<file path="src/rtl/instr_check_monitor.sv">
// ---------------------------------------------------------------------------
// instr_check_monitor
//   Passive multi-channel bus-protocol monitor. It snoops the controller's
//   IR / uPC and the bus RW / address. Each channel watches one opcode at one
//   micro-step and checks RW against an expected level. It keeps saturating
//   pass/fail counts per channel and captures the context of the first
//   failure.
//
//   Optional feature: define MON_WATCHDOG_EN to build an idle watchdog that
//   raises a sticky wd_tmo_o after WD_CYC cycles without any channel match.
//
// Ports
//   clk_i        system clock, rising edge
//   rst_ni       asynchronous active-low reset
//   ir_i         controller instruction register (opcode in the top OPC_W bits)
//   upc_i        controller micro-step counter
//   rw_i         bus direction, 1 = read, 0 = write
//   address_i    bus address
//   clr_i        synchronous clear of counters, error capture and watchdog
//   cfg_we_i     write configuration of channel cfg_sel_i
//   cfg_sel_i    channel index for cfg_we_i (out-of-range writes are dropped)
//   cfg_en_i     channel enable value
//   cfg_opc_i    opcode to match
//   cfg_step_i   uPC value to match
//   cfg_rw_i     expected rw level
//   rd_sel_i     readout channel select
//   rd_pass_o    pass count of channel rd_sel_i (0 if out of range)
//   rd_fail_o    fail count of channel rd_sel_i (0 if out of range)
//   err_o        sticky: a check has failed
//   err_chan_o   lowest failing channel of the first failure
//   err_addr_o   address captured at the first failure
//   wd_tmo_o     sticky watchdog timeout (constant 0 without MON_WATCHDOG_EN)
// ---------------------------------------------------------------------------
module instr_check_monitor #(
  parameter int N      = 16,
  parameter int M      = 3,
  parameter int OPC_W  = 4,
  parameter int NUM_CH = 4,
  parameter int CNT_W  = 8,
  parameter int WD_CYC = 64,
  localparam int SEL_W = (NUM_CH > 1) ? $clog2(NUM_CH) : 1
) (
  input  logic             clk_i,
  input  logic             rst_ni,
  input  logic [N-1:0]     ir_i,
  input  logic [M-1:0]     upc_i,
  input  logic             rw_i,
  input  logic [N-1:0]     address_i,
  input  logic             clr_i,
  input  logic             cfg_we_i,
  input  logic [SEL_W-1:0] cfg_sel_i,
  input  logic             cfg_en_i,
  input  logic [OPC_W-1:0] cfg_opc_i,
  input  logic [M-1:0]     cfg_step_i,
  input  logic             cfg_rw_i,
  input  logic [SEL_W-1:0] rd_sel_i,
  output logic [CNT_W-1:0] rd_pass_o,
  output logic [CNT_W-1:0] rd_fail_o,
  output logic             err_o,
  output logic [SEL_W-1:0] err_chan_o,
  output logic [N-1:0]     err_addr_o,
  output logic             wd_tmo_o
);

  localparam logic [CNT_W-1:0] CNT_MAX = '1;

  logic [OPC_W-1:0]              opc_field;
  logic [NUM_CH-1:0]             en_all;
  logic [NUM_CH-1:0]             match;
  logic [NUM_CH-1:0]             fail_hit;
  logic [NUM_CH-1:0][CNT_W-1:0]  pass_all;
  logic [NUM_CH-1:0][CNT_W-1:0]  fail_all;

  assign opc_field = ir_i[N-1:N-OPC_W];

  // Lower IR bits carry operands the monitor does not look at.
  logic unused_ir;
  assign unused_ir = ^ir_i[N-OPC_W-1:0];

  for (genvar gi = 0; gi < NUM_CH; gi++) begin : g_ch
    localparam logic [SEL_W-1:0] IDX = SEL_W'(gi);

    logic             en_q;
    logic [OPC_W-1:0] opc_q;
    logic [M-1:0]     step_q;
    logic             rw_exp_q;
    logic [CNT_W-1:0] pass_q, pass_d;
    logic [CNT_W-1:0] fail_q, fail_d;
    logic             cfg_hit;

    // Match uses the registered configuration, so a same-cycle write only
    // takes effect from the next cycle on.
    assign match[gi]    = en_q && (opc_field == opc_q) && (upc_i == step_q);
    assign fail_hit[gi] = match[gi] && (rw_i != rw_exp_q);
    // An out-of-range cfg_sel_i equals no IDX, so the write is dropped.
    assign cfg_hit      = cfg_we_i && (cfg_sel_i == IDX);
    assign en_all[gi]   = en_q;
    assign pass_all[gi] = pass_q;
    assign fail_all[gi] = fail_q;

    always_comb begin
      pass_d = pass_q;
      fail_d = fail_q;
      if (clr_i) begin
        pass_d = '0;
        fail_d = '0;
      end else if (fail_hit[gi]) begin
        if (fail_q != CNT_MAX) fail_d = fail_q + 1'b1;
      end else if (match[gi]) begin
        if (pass_q != CNT_MAX) pass_d = pass_q + 1'b1;
      end
    end

    always_ff @(posedge clk_i or negedge rst_ni) begin
      if (!rst_ni) begin
        en_q     <= 1'b0;
        opc_q    <= '0;
        step_q   <= '0;
        rw_exp_q <= 1'b0;
        pass_q   <= '0;
        fail_q   <= '0;
      end else begin
        if (cfg_hit) begin
          en_q     <= cfg_en_i;
          opc_q    <= cfg_opc_i;
          step_q   <= cfg_step_i;
          rw_exp_q <= cfg_rw_i;
        end
        pass_q <= pass_d;
        fail_q <= fail_d;
      end
    end
  end

  // First-failure capture
  logic             err_q, err_d;
  logic [SEL_W-1:0] err_chan_q, err_chan_d;
  logic [N-1:0]     err_addr_q, err_addr_d;
  logic [SEL_W-1:0] first_idx;

  always_comb begin
    first_idx = '0;
    // Walk downward so the lowest failing index is the one left standing.
    for (int i = NUM_CH - 1; i >= 0; i--) begin
      if (fail_hit[i]) first_idx = SEL_W'(i);
    end
    err_d      = err_q;
    err_chan_d = err_chan_q;
    err_addr_d = err_addr_q;
    if (clr_i) begin
      err_d      = 1'b0;
      err_chan_d = '0;
      err_addr_d = '0;
    end else if (!err_q && (|fail_hit)) begin
      err_d      = 1'b1;
      err_chan_d = first_idx;
      err_addr_d = address_i;
    end
  end

  always_ff @(posedge clk_i or negedge rst_ni) begin
    if (!rst_ni) begin
      err_q      <= 1'b0;
      err_chan_q <= '0;
      err_addr_q <= '0;
    end else begin
      err_q      <= err_d;
      err_chan_q <= err_chan_d;
      err_addr_q <= err_addr_d;
    end
  end

  assign err_o      = err_q;
  assign err_chan_o = err_chan_q;
  assign err_addr_o = err_addr_q;

  // Readout mux; unmatched selects read back zero.
  always_comb begin
    rd_pass_o = '0;
    rd_fail_o = '0;
    for (int i = 0; i < NUM_CH; i++) begin
      if (rd_sel_i == SEL_W'(i)) begin
        rd_pass_o = pass_all[i];
        rd_fail_o = fail_all[i];
      end
    end
  end

`ifdef MON_WATCHDOG_EN
  localparam int WD_W = $clog2(WD_CYC + 1);
  localparam logic [WD_W-1:0] WD_LIM = WD_W'(WD_CYC);

  logic [WD_W-1:0] idle_q, idle_d;
  logic            wd_q, wd_d;

  // Idle counter holds at WD_LIM so it can never wrap back to zero.
  always_comb begin
    idle_d = idle_q;
    wd_d   = wd_q;
    if (clr_i) begin
      idle_d = '0;
      wd_d   = 1'b0;
    end else begin
      if (|match) begin
        idle_d = '0;
      end else if ((|en_all) && (idle_q != WD_LIM)) begin
        idle_d = idle_q + 1'b1;
      end
      if (idle_d == WD_LIM) wd_d = 1'b1;
    end
  end

  always_ff @(posedge clk_i or negedge rst_ni) begin
    if (!rst_ni) begin
      idle_q <= '0;
      wd_q   <= 1'b0;
    end else begin
      idle_q <= idle_d;
      wd_q   <= wd_d;
    end
  end

  assign wd_tmo_o = wd_q;
`else
  // Without the watchdog the enable vector and limit have no consumer.
  logic unused_wd;
  assign unused_wd = (^en_all) ^ (WD_CYC > 0);
  assign wd_tmo_o  = 1'b0;
`endif

endmodule

</file>
<file path="config.mk">
export PLATFORM = sky130hd
export DESIGN_NAME = instr_check_monitor
export DESIGN_NICKNAME = d
export VERILOG_FILES = /design/src/rtl/instr_check_monitor.sv
export SDC_FILE = /design/constraint.sdc
export NUM_CORES = 1
export LEC_CHECK = 0
export ABC_AREA = 1
export CAP_MARGIN = 10
export CORE_MARGIN = 4
export CORE_UTILIZATION = 56
export DETAILED_ROUTE_END_ITERATION = 16
export PLACE_DENSITY = 0.87
export SLEW_MARGIN = 10
export SYNTH_ARGS = -nofsm -noshare
export SYNTH_HDL_FRONTEND = slang
export SYNTH_SLANG_ARGS = --single-unit
</file>
<file path="constraint.sdc">
create_clock -name clk_i -period 1.8 [get_ports clk_i]
set_input_delay 0.36 -clock clk_i [delete_from_list [all_inputs] [get_ports clk_i]]
set_output_delay 0.36 -clock clk_i [all_outputs]
set_load 0.01 [all_outputs]
</file>
Word level (Yosys, flattened, before mapping)
Cells that the tools add are included. W data, S select, Z words.

Output and inout bits: 36. Input bits: 53. Bits in read-only memories: 0. Memories: 0. Memory bits (writable): 0. Bits in registers: 119. Latch bits: 0.

Equal/unequal tests: 30. Bitwise gates (word level): 0. $mul: 0. Reduce and logical (&&, ||, !) cells: 46. Magnitude comparators: 0. Shift-type cells: 0. Add/sub/neg operators: 8. Div/mod/pow operators: 0. Mux-type cells: 46.

Operators by type and width (number): $mux W8 (36); $add A8 B1 Y8 const B (8); $ne A8 B8 Y1 const B (8); $reduce_bool A2 Y1 (17); $mux W16 (2); $logic_and A1 B1 Y1 (17); $eq A4 B4 Y1 (4); $eq A3 B3 Y1 (4); $mux W2 (6); $reduce_and A3 Y1 (4); $eq A2 B2 Y1 const B (4); $ne A2 B2 Y1 const B (4); $reduce_and A2 Y1 (4); $eq A2 B1 Y1 const B (2); $logic_not A2 Y1 (2); $ne A1 B1 Y1 (4); $reduce_or A4 Y1 (1); $mux W1 (2); $logic_not A1 Y1 (1).

Longest topological paths before layout
Depth in word-level cells: 10. Gate-level depth with buffers: 14. Depth with buffers taken out: 12.

Least setup slack after synthesis
OpenSTA, ideal clock, no wires.

Path kind: input port to output port. From: in rd_sel_i[1]. To: out rd_fail_o[2]. Stages on the path: 6. Arrival time: 1.204 ns. Path slack: 0.236 ns. Buffers on the path: 1. Path through: inv_1 nand2_1 clkbuf_1 nor2_1 a221oi_1 o21ai_0.

Longest elaborated chain between the ends: 5. Elaborated cells between the ends (all ways): 8. Classes of those cells: eq/ne (3); mux (4); reduce/logical (1).

RTL lines: from (decl) (RTL line 56) `input logic [SEL_W-1:0] rd_sel_i,`; $logic_not A2 Y1 (RTL line 182) `if (rd_sel_i == SEL_W'(i)) begin`; $mux W8 (3 in series) (RTL line 182); $mux W8 (*) (RTL line 182); to (decl) (RTL line 58) `output logic [CNT_W-1:0] rd_fail_o,`.

Every way passes the cells marked *; elsewhere a longest branch is shown, timed or not.

Final worst setup path
From: in rw_i. To: reg g_ch[2].fail_q[3].

Longest elaborated chain between the ends: 4.

RTL lines: from (decl) (RTL line 47) `input logic rw_i,`; $ne A1 B1 Y1 (RTL line 94) `assign fail_hit[gi] = match[gi] && (rw_i != rw_exp_q);`; $logic_and A1 B1 Y1 (RTL line 94); $reduce_bool A2 Y1 (no source line); $reduce_and A2 Y1 (no source line); to (signal assigned) (RTL line 130) `fail_q <= fail_d;`; to (decl) (RTL line 88) `logic [CNT_W-1:0] fail_q, fail_d;`.

Every way passes these cells. A chain may end at the register's enable or synchronous reset.

==> results.tsv <==
stage	metric	value	unit
layout	final instance area	0.00941	mm²
hold_path	HP Class	primary input to asynchronous set/reset pin	
detailed_routing	vias per cell	5.71	
clock_tree	Num CTS Buffers	17	
yosys	Mapped Cells	937	
job	maximum capacitance violations	0	
clock_tree	Skew-Pair Late Insertion Delay	0.43	ns
sta	Setup Viol. Count Final	0	
clock_tree	clock-pin slew on the worst setup and hold paths	0.05	ns
detailed_routing	antenna-violating nets left	0	
critical_path	required time at the worst-slack endpoint	2.10	ns
sta	setup TNS	0	ns
placement	DPL Wire Length	13.6	mm
yosys	Synthesis Warnings	0	
clock_tree	CTS tree	built	
die	die area	0.0141	mm²
sta	Final Max Slew Viols	0	
outcome	run status	finished, final reports clean	
layout	Finished Layout Cells	1282	
sta	Hold Vio Cnt, Final	0	
yosys	Avg Inst Size Synth	7.34	µm²
placement	IO Port Bufs	75	
yosys	post-synthesis cell area	0.00688	mm²
detailed_routing	1st-iter DRT viols	820	
layout	Antenna diodes	0	
die	Die Wd	119	µm
critical_path	CP Launch Type	primary input	
grt	first-pass GRT wire length	32.9	mm
grt	GR Util All Layers	29.1	%
clock_tree	Clock Path Buffers	2	
die	core area	0.0120	mm²
clock_tree	CTS root buf	clkbuf_16	
critical_path	kind of critical path	primary input to flop	
die	Starting Density	57.3	%
layout	share of cells above drive strength 1	21.5	%
grt	initial antenna violation count	0	
grt	GRT overflow	0	
die	num rows	40	
detailed_routing	DRC viols	0	
layout	Nets	1183	
sta	Final min period	1.79	ns
yosys	Post-Syn Nets	998	
die	I/O pin count	89	
detailed_routing	First-pass DRT Iterations	6	
sta	Final Cycle Share	99.4	%
detailed_routing	via count	7314	
layout	Area growth, synth to finish	36.7	%
sta	RSZ-0062 raised after global routing	true	
yosys	Seq/Total Area, Yosys	43.3	%
critical_path	CP Data Arrival Time	2.09	ns
yosys	top cells by area, synth	dfrtp_1, nand2_1, nand3_1	
power	Max IR drop VDD	0.000760	V
detailed_routing	WL/cell	16.6	µm
power	Tot Pwr	7.57	mW
placement	Post-DP Area	0.00840	mm²
yosys	synth unique cells	39	
sta	fmax	0.559	GHz
detailed_routing	Routed WL	21.3	mm
critical_path	Max FO, Critical Path	5	
yosys	dominant cell type by area after synthesis	dfrtp_1	
sta	final hold slack	0.394	ns
clock_tree	H-Tree Level Count	4	
power	PwrDens	805	mW/mm²
power	leakage	4.66	nW
yosys	Yosys reg bits	119	
die	die height	119	µm
grt	vias in the first global route	7004	
yosys	post-synth top area share	43.3	%
critical_path	Setup crit end kind	flop	
placement	placed cell count	1219	
grt	largest net degree at the start of global routing	40	
layout	most frequent cells in the layout	nand2_1, dfrtp_1, buf_4	
placement	gpl congestion	0.957	
clock_tree	CTS sink cnt	119	
layout	commonest non-fill, non-tap cell in the layout	nand2_1	
sta	clock skew	0.0102	ns
## cell usage after synthesis
cell	instances
nand2_4	1
o21ai_0	81
and2_1	1
a21boi_0	3
buf_1	6
inv_2	7
buf_4	4
xnor2_1	11
nor4_1	3
buf_6	2
clkinv_1	1
a31oi_1	2
and3_1	2
nor2_2	4
buf_2	4
a22oi_1	1
nand2_1	267
inv_1	103
nand4_1	27
nor3b_1	4
nand3b_1	4
o21ai_2	1
o21ai_1	1
nor2_1	78
a21oi_1	18
o2111ai_1	4
ha_1	8
nand3_2	2
clkbuf_1	12
a221oi_1	6
nor3_1	17
nand2_2	4
nand3_1	90
o21ai_4	1
conb_1	1
o31ai_1	1
xor2_1	32
o22ai_1	4
dfrtp_1	119
## metal layers
metal | GRT usage [%] | share of wire (%) | up-vias
met5 | 0 | 0 | -
met4 | 16.4 | 5.0 | 0
met3 | 6.41 | 7.2 | 105
met2 | 48.3 | 49 | 362
met1 | 35.0 | 39 | 3436
li1 | - | - | 3411
## worst paths after layout
kind / start / end / slack, ns / cells past startpoint
min reg2reg: g_ch[0].en_q / g_ch[0].en_q / 0.50 / 2
max reg2reg: g_ch[1].pass_q[0] / g_ch[1].pass_q[6] / 0.01 / 11
min: rst_ni / g_ch[1].fail_q[2] / 0.39 / 2
max: rw_i / g_ch[2].fail_q[3] / 0.01 / 8
max in group asynchronous: rst_ni / g_ch[2].step_q[1] / 0.85 / 3
min in group clk_i: g_ch[0].en_q / g_ch[0].en_q / 0.50 / 2
## layout make-up
| cell class | instances | area (µm²) |
|---|---|---|
| multi-input combinational | 679 | 3590 |
| clock inverter | 13 | 155 |
| inverter | 111 | 419 |
| timing repair buffer | 194 | 1640 |
| clock buffer | 19 | 443 |
| tap | 147 | 184 |
| sequential | 119 | 2980 |
| fill | 732 | 2610 |
## per-stage QoR
step / setup WS, ns / util (%)
final: 0.00993 / 78.3
after global routing: -0.0817 / 78.3
after CTS: -0.0207 / 76.1
after detailed placement: -0.722 / 69.9
after global placement: -0.684 / 69.9
after floorplan: 0.236 / -
## state kept, by name, indices dropped and copies added, names as in the netlist
register / count
err_o: 1
g_ch.opc_q: 16
g_ch.rw_exp_q: 4
g_ch.fail_q: 32
err_addr_o: 16
err_chan_o: 2
g_ch.step_q: 12
g_ch.pass_q: 32
g_ch.en_q: 4
## critical path, stage by stage
cell,delay (ns)
clkdlybuf4s50_1,0.66
xor2_2,0.20
buf_4,0.15
nand4_1,0.13
inv_1,0.17
nand2_1,0.11
o21ai_0,0.24
nor2_1,0.06
## power by group
group / internal, mW / total [mW] / leakage (nW) / switching (mW)
combinational: 0.487 / 1.14 / 2.79 / 0.654
clock: 2.20 / 3.44 / 0.277 / 1.24
sequential: 2.85 / 2.99 / 1.60 / 0.149
## logic make-up after synthesis
family | after synthesis | synth area share, %
AND/OR/NAND/NOR | 504 | 31.7
buffers and inverters | 139 | 8.09
AO/OA/AOI/OAI | 123 | 10.0
XOR/XNOR | 43 | 5.47
other | 1 | 0.0545
flip-flops | 119 | 43.3
adder cells (fa/ha/maj) | 8 | 1.45
## what timing repair did
| action | in CTS | in global routing |
|---|---|---|
| endpoints found under the setup margin | 63 | 85 |
| gates resized for setup | 104 | 62 |
| pin swaps | 3 | 13 |
| endpoints found under the hold margin | 21 | 0 |
| buffers inserted | 12 | 18 |
| hold buffers | 1 | 0 |
Note: power is estimated with default switching activity, not from simulation.
